==> src/rtl/lcd_bus_responder.sv <==
// Panel-side HD44780-compatible responder for the 8-bit LCD bus: captures E-strobed
// writes, runs the wakeup/config sequence, enforces busy times and keeps a 2x16 shadow.
module lcd_bus_responder #(
  parameter int CMD_CYCLES  = 4,
  parameter int CLR_CYCLES  = 164,
  parameter int WAKE_CYCLES = 410
) (
  input  logic       clk,
  input  logic       rst_n,
  input  logic       lcd_rs,
  input  logic       lcd_rw,
  input  logic       lcd_e,
  input  logic [7:0] lcd_data,
  input  logic [4:0] rd_addr,
  output logic [7:0] rd_char,
  output logic [6:0] cursor_addr,
  output logic       disp_on,
  output logic       two_line,
  output logic       init_done,
  output logic       busy_flag,
  output logic       upd,
  output logic       err_busy,
  output logic       err_seq,
  output logic       err_addr,
  output logic [2:0] dbg_state
);

  // Bus protocol: the host strobes E with no ready/ack path; a write is an E falling
  // edge and cannot be stalled. busy_flag is advisory; writes arriving while it is
  // high are dropped and flagged in err_busy.

  typedef enum logic [2:0] {
    ST_RESET  = 3'd0,
    ST_WAKE1  = 3'd1,
    ST_WAKE2  = 3'd2,
    ST_CONFIG = 3'd3,
    ST_READY  = 3'd4
  } state_t;

  typedef struct packed {
    logic       rs;
    logic       rw;
    logic       e;
    logic [7:0] data;
  } bus_t;

  bus_t        s1, s2, s3;
  state_t      state, state_d;
  logic [15:0] busy_cnt, busy_d;
  logic [6:0]  cursor_d, cur_step;
  logic        disp_on_d, two_line_d, inc, inc_d;
  logic        err_busy_d, err_seq_d, err_addr_d, upd_d;
  logic        wr_en, clr_all, wr_evt, addr_legal;
  logic [4:0]  wr_idx;
  logic [7:0]  shadow [32];

  // s3 holds the last sample taken while E was high
  assign wr_evt     = !s2.e && s3.e && !s3.rw;
  assign busy_flag  = (busy_cnt != 16'd0);
  assign init_done  = (state == ST_READY);
  assign dbg_state  = state;
  assign wr_idx     = {cursor_addr[6], cursor_addr[3:0]};
  assign addr_legal = (s3.data[6:0] <= 7'h27) ||
                      ((s3.data[6:0] >= 7'h40) && (s3.data[6:0] <= 7'h67));

  always_comb begin
    if (inc) begin
      if (cursor_addr == 7'h27)      cur_step = 7'h40;
      else if (cursor_addr == 7'h67) cur_step = 7'h00;
      else                           cur_step = cursor_addr + 7'd1;
    end else begin
      if (cursor_addr == 7'h00)      cur_step = 7'h67;
      else if (cursor_addr == 7'h40) cur_step = 7'h27;
      else                           cur_step = cursor_addr - 7'd1;
    end
  end

  always_comb begin
    state_d    = state;
    busy_d     = busy_flag ? busy_cnt - 16'd1 : 16'd0;
    cursor_d   = cursor_addr;
    disp_on_d  = disp_on;
    two_line_d = two_line;
    inc_d      = inc;
    err_busy_d = err_busy;
    err_seq_d  = err_seq;
    err_addr_d = err_addr;
    upd_d      = 1'b0;
    wr_en      = 1'b0;
    clr_all    = 1'b0;
    if (wr_evt) begin
      if (busy_flag) begin
        err_busy_d = 1'b1;
      end else begin
        case (state)
          ST_RESET, ST_WAKE1, ST_WAKE2: begin
            if (!s3.rs && s3.data == 8'h30) begin
              busy_d = (state == ST_RESET) ? 16'(WAKE_CYCLES) : 16'(CMD_CYCLES);
              case (state)
                ST_RESET: state_d = ST_WAKE1;
                ST_WAKE1: state_d = ST_WAKE2;
                default:  state_d = ST_CONFIG;
              endcase
            end else begin
              err_seq_d = 1'b1;
            end
          end
          default: begin
            if (s3.rs) begin
              if (state != ST_READY) begin
                err_seq_d = 1'b1;
              end else begin
                // only the 16 visible columns of each row are shadowed
                if (cursor_addr[5:4] == 2'b00) begin
                  wr_en = 1'b1;
                  upd_d = 1'b1;
                end
                cursor_d = cur_step;
                busy_d   = 16'(CMD_CYCLES);
              end
            end else begin
              busy_d = 16'(CMD_CYCLES);
              if (s3.data[7]) begin
                if (addr_legal) cursor_d = s3.data[6:0];
                else            err_addr_d = 1'b1;
              end else if (s3.data[6]) begin
                busy_d = 16'(CMD_CYCLES);
              end else if (s3.data[5]) begin
                two_line_d = s3.data[3];
              end else if (s3.data[4]) begin
                busy_d = 16'(CMD_CYCLES);
              end else if (s3.data[3]) begin
                disp_on_d = s3.data[2];
                if (s3.data[2]) state_d = ST_READY;
              end else if (s3.data[2]) begin
                inc_d = s3.data[1];
              end else if (s3.data[1]) begin
                cursor_d = 7'h00;
                busy_d   = 16'(CLR_CYCLES);
              end else if (s3.data[0]) begin
                clr_all  = 1'b1;
                cursor_d = 7'h00;
                inc_d    = 1'b1;
                upd_d    = 1'b1;
                busy_d   = 16'(CLR_CYCLES);
              end
            end
          end
        endcase
      end
    end
  end

  always_ff @(posedge clk or negedge rst_n) begin
    if (!rst_n) begin
      s1          <= '0;
      s2          <= '0;
      s3          <= '0;
      state       <= ST_RESET;
      busy_cnt    <= 16'd0;
      cursor_addr <= 7'h00;
      disp_on     <= 1'b0;
      two_line    <= 1'b0;
      inc         <= 1'b1;
      err_busy    <= 1'b0;
      err_seq     <= 1'b0;
      err_addr    <= 1'b0;
      upd         <= 1'b0;
      rd_char     <= 8'h00;
      for (int i = 0; i < 32; i++) shadow[i] <= 8'h20;
    end else begin
      s1          <= {lcd_rs, lcd_rw, lcd_e, lcd_data};
      s2          <= s1;
      s3          <= s2;
      state       <= state_d;
      busy_cnt    <= busy_d;
      cursor_addr <= cursor_d;
      disp_on     <= disp_on_d;
      two_line    <= two_line_d;
      inc         <= inc_d;
      err_busy    <= err_busy_d;
      err_seq     <= err_seq_d;
      err_addr    <= err_addr_d;
      upd         <= upd_d;
      rd_char     <= shadow[rd_addr];
      if (clr_all) begin
        for (int i = 0; i < 32; i++) shadow[i] <= 8'h20;
      end else if (wr_en) begin
        shadow[wr_idx] <= s3.data;
      end
    end
  end

endmodule

==> config.mk <==
export PLATFORM = sky130hd
export DESIGN_NAME = lcd_bus_responder
export DESIGN_NICKNAME = d
export VERILOG_FILES = /design/src/rtl/lcd_bus_responder.sv
export SDC_FILE = /design/constraint.sdc
export NUM_CORES = 1
export LEC_CHECK = 0
export ABC_AREA = 0
export BUFFER_PORTS_ARGS = -buffer_cell sky130_fd_sc_hd__buf_4
export CAP_MARGIN = 20
export CORE_MARGIN = 1.5
export CORE_UTILIZATION = 55
export CTS_BUF_LIST = sky130_fd_sc_hd__clkbuf_4 sky130_fd_sc_hd__clkbuf_8 sky130_fd_sc_hd__clkbuf_16
export DETAILED_ROUTE_END_ITERATION = 10
export PLACE_DENSITY_LB_ADDON = 0.12
export SYNTH_ARGS = -nofsm -noshare
export SYNTH_HDL_FRONTEND = slang
export SYNTH_SLANG_ARGS = --single-unit
==> constraint.sdc <==
create_clock -name clk -period 2.2 [get_ports clk]
set_input_delay 0.11 -clock clk [delete_from_list [all_inputs] [get_ports clk]]
set_output_delay 0.11 -clock clk [all_outputs]
set_load 0.005 [all_outputs]
After elaboration in Yosys (flattened, before gate mapping)
Cells that the tools add are included.
Widths: inputs -> output; s select.

word-level totals
  flip-flop bits (word level) = 330
  input bits = 18
  output and inout port bits = 26
  logic and storage cells = 206

operators by class
  add/subtract/negate cells = 3
  $lt $le $gt $ge = 6
  eq/ne operators = 23
  multiplexer cells = 79
  bitwise operators = 11
  reduce and logical (&&, ||, !) cells = 29

operator list
  kind                   number
  $mux 256               2
  $bwmux 256             1
  $mux 16                7
  $mux 7                 16
  $mux 8                 11
  $bmux 8 s5             1
  $demux 8 s5            1
  $mux 1                 29
  $mux 3                 9
  $reduce_and 11->1      2
  $ne 3x1->1 const B     6
  $reduce_bool 16->1     1
  $sub 16x1->16 const B  1
  $eq 7x7->1 const B     2
  $ge 6x6->1 const B     2
  $ne 2x1->1 const B     6
  $not 5->6              2
  $reduce_bool 2->1      6
  $reduce_and 10->1      1
  $mux 9                 1
  $not 1->1              9
  $reduce_and 9->1       1
  $eq 8x6->1 const B     1
  $add 7x1->7 const B    1
  other kinds (24)       32

Depth between registers and ports, before layout
  depth after elaboration = 13
  mapped depth = 9
  depth with buffers taken out = 7

Worst setup path before layout
No wires, ideal clock.

  kind = flip-flop to flip-flop
  from = reg busy_cnt[0]
  to = reg shadow[33] (netlist name)
  setup time = 0.121 ns
  arrival time = 2.167 ns
  data required time = 2.079 ns
  slack = -0.088 ns
  stages on the path, launching flop included = 9
  buffers on the path = 1
  cell sequence = dfrtp_1 > inv_1 > ha_1 > nor4b_4 > nand4_4 > buf_6 > or4_4 > nor2b_4 > a22o_1

on the way
  cells in the longest elaborated chain, start to end = 4
  elaborated cells on any way between the ends = 7

ends and longest elaborated chain
  what                                                  RTL line  RTL
  from (decl)                                           49        logic [15:0] busy_cnt, busy_d;
  from (signal assigned)                                176       busy_cnt <= busy_d;
  $reduce_bool 16->1 *                                  59        assign busy_flag = (busy_cnt != 16'd0);
  $mux 1                                                92        if (busy_flag) begin
  $mux 1                                                91        if (wr_evt) begin
  $mux 256 / $reduce_bool 2->1 (equally long branches)  n/a
  to (signal, indexed assignment)                       189       shadow[wr_idx] <= s3.data;
  to (decl)                                             55        logic [7:0] shadow [32];

Every way passes the cells marked *; elsewhere a longest branch is shown, timed or not.
A chain may end at the register's enable or synchronous reset.

Worst setup path after layout
  from = reg busy_cnt[4]
  to = reg shadow[169] (netlist name)

Same word-level chain as after synthesis.

==> impl_metrics.yaml <==
cells_and_area:
  diodes: 0
  nets: 1420
  drive_gt1_share_pct: 35.07
  synthToLayoutAreaGrowth_pct: 24.81
placed_design:
  gp_congestion: 0.8902
  hpwl_um: 27730
  io_buffer_count: 43
clock_tree:
  worstSkewPairLatency_ps: 530
  path_clk_slew_ps: 60
  cts_tree: "done"
  cts_sinks: 330
  htree_levels: 2
  clock_path_buffers: 3
  cts_root_buffer: "clkbuf_16"
  cts_buffers: 36
sta:
  fmax_mhz: 440.6
  hold_ws_ps: 44.14
  setup_violations: 112
  rsz0062_at_grt: "true"
  tightest_slew_ps: 590.3
  layout_setup_ws_ps: -69.48
  fin_crit_ps: 2269
  tns_ps: -2453
  min_period_over_period_pct: 103.2
  hold_viol: 0
  slew_violations: 0
  skew_ps: 15.39
  slew_headroom_pct: 60.56
critical_path:
  critical_path.cell_chain: "buf_4 > nor4_4 > buf_4 > nand4_4 > buf_4 > or4b_4 > nor2b_4 > a22o_1"
  cp.arrival_ps: 2670
  cp_slowest_cell: "or4b_4"
  cp-start-kind: "flip-flop"
  cpPeakStageDelay_ps: 520
  worstPathRequired_ps: 2600
  path_max_fanout: 6
  crit_path_end_kind: "flip-flop"
  path_class: "reg -> reg"
  cp_common_cell: "buf_4"
die:
  num_rows: 61
  die_area_um2: 29050
  start_util_pct: 55.66
  coreArea_um2: 27710
  io_pins: 44
  fp.dieW_um: 170.4
  die_h_um: 170.4
routing:
  drt_wl_total_um: 42360
  wire_per_inst_um: 23.52
  drc_errors: 0
  first_iter_violations: 912
  vias: 11380
  vias_per_cell: 6.317
  postRouteAntennaNets: 0
  dr.pass1.iters: 7
flow_run:
  maxCapViolations: 0
grt:
  met3_usage_pct: 4.116
  top_usage_layer: "met2"
  overflow: 0
  antenna_found_initial: 0
  use_met1_pct: 42.49
  grt.met2_usage_pct: 47.26
  grt_pass1_wl_um: 66340
  grt_max_degree: 94
  grt_util_all_layers_pct: 30.01
  grt_pass1_vias: 11430
logic_synthesis:
  yosys.area.top_type_share_pct: 48.19
  yosysWarningCount: 0
  synth.avg_cell_area_um2: 12.77
  yosysMostFrequentCell: "dfrtp_1"
  yosysSeqAreaShare_pct: 53.82
  synth-async-reset-ratio_pct: 100.0
  syn_nets: 1233
  ys.flop_type: "dfrtp_1"
  synth_edf_count: 0
  synth_top_area_cell: "dfrtp_1"
  ys_types: 71
  syn-cell-area_um2: 15420
  netlist_top_cells_count: "dfrtp_1 (297), a22o_1 (193), nor2_1 (94)"
  synth_cells: 1208
  synthTopCellsByArea: "dfrtp_1 (48%), a22o_1 (11%), mux4_2 (9.3%)"
  ys_ff_latch: 330
hold_path:
  hold_path.class: "in -> reg"
power:
  power.leakage_nw: 9.457
  p_per_area_nw_per_um2: 732.7
  max-vdd-ir-drop_uv: 825.1
outcome:
  status: "complete, but fails checks"
  violations: "negative setup slack"
-- registers in the layout, summed over array words and instances (netlist names) --
| signal | cells |
|---|---|
| s3 | 11 |
| shadow | 256 |
| upd | 1 |
| err_seq | 1 |
| two_line | 1 |
| rd_char | 8 |
| s1 | 11 |
| cursor_addr | 7 |
| err_addr | 1 |
| disp_on | 1 |
| err_busy | 1 |
| dbg_state | 3 |
| busy_cnt | 16 |
| inc | 1 |
| s2 | 11 |
-- worst max-delay path: cells and delay by family, from the launching register on --
kind	cells	cell delay, ps
flops	1	370
simple gates	4	1080
compound gates	1	190
buf+inv	3	500
-- kinds of logic after synthesis --
group | synth area share [%]
xor gates and xnor gates | 0.8520
and+or+nand+nor | 11.94
DFF | 53.82
adders and majority gates | 0.5679
AOI/OAI and AO/OA | 14.63
muxes | 15.38
buffers and inverters | 2.807
-- what timing repair did --
action,4_1_cts,5_1_grt
resized for setup,54,60
endpoints found under the hold margin,195,0
buffers inserted,10,6
setup endpoints to repair,208,287
hold buffers,12,0
pin swaps,10,13
gates cloned,2,4
-- final timing paths --
kind                            slack [ps]                   from  cells after the start                 endpoint
worst max-delay path                   -70  busy_cnt[4]$_DFF_PN0_                      8  shadow[169]$_DFFE_PN0P_
max in group asynchronous             1240                  rst_n                      3   shadow[47]$_DFFE_PN0P_
worst min-delay path                    40             rd_addr[3]                      3     rd_char[3]$_DFF_PN0_
min in group asynchronous              100                  rst_n                      2   shadow[20]$_DFFE_PN0P_
worst max register to register         -70  busy_cnt[4]$_DFF_PN0_                      8  shadow[169]$_DFFE_PN0P_
worst min register to register         350        s1[8]$_DFF_PN0_                      0          s2[8]$_DFF_PN0_
-- layer usage --
layer / part of all wire (%) / vias to the layer above / routed length, um
li1: - / 4960 / -
met1: 43 / 5876 / 18290
met2: 48 / 452 / 20160
met3: 5.8 / 89 / 2467
met4: 3.4 / 0 / 1437
met5: 0 / - / 0
-- power breakdown --
| group | total (W) | switching (W) | internal (W) |
|---|---|---|---|
| Clock | 0.00618 | 0.00244 | 0.00374 |
| Sequential | 0.00644 | 0.000178 | 0.00626 |
| Combinational | 0.00148 | 0.000811 | 0.000668 |
-- through the flow --
| stage | area (um2) | power (W) | instances | utilization, % | setup slack (ps) |
|---|---|---|---|---|---|
| floorplan | 15430 | 0.007207 | 1208 | - | -15.06 |
| detailed placement | 17240 | 0.007836 | 1701 | 62.24 | -129.0 |
| global placement | 17240 | 0.007797 | 1701 | 62.24 | -54.44 |
| CTS | 18900 | 0.01413 | 1791 | 68.22 | -118.0 |
| global route | 19250 | 0.01460 | 1801 | 69.47 | -165.3 |
| finish | 19250 | 0.01410 | 1801 | 69.47 | -69.48 |
-- area by class of cell --
class	count	area [um2]
fill	1978	8458
sequential	330	8303
multi-input combinational	774	6992
timing repair buffer	240	2205
clock buffer	50	1061
tap	378	473.0
clock inverter	16	165.2
inverter	13	48.80
-- placed cells by master (no fill, tap or decap), drive strengths merged, types with 8 or more instances in the layout --
cell and instances:
a221oi 9, nor2 94, and2 11, a22o 193, nor3 21, dfrtp 297
clkbuf 53, mux2i 84, dlygate4sd3 12, o221ai 9, nand2 62, inv 14
or3 27, buf 225, dfstp 33, nand4 15, a21oi 10, mux2 8
clkinv 11, xnor2 9, nand3 10, nor2b 44, mux4 64, o21ai 30
Note: power is estimated with default switching activity, not from simulation.
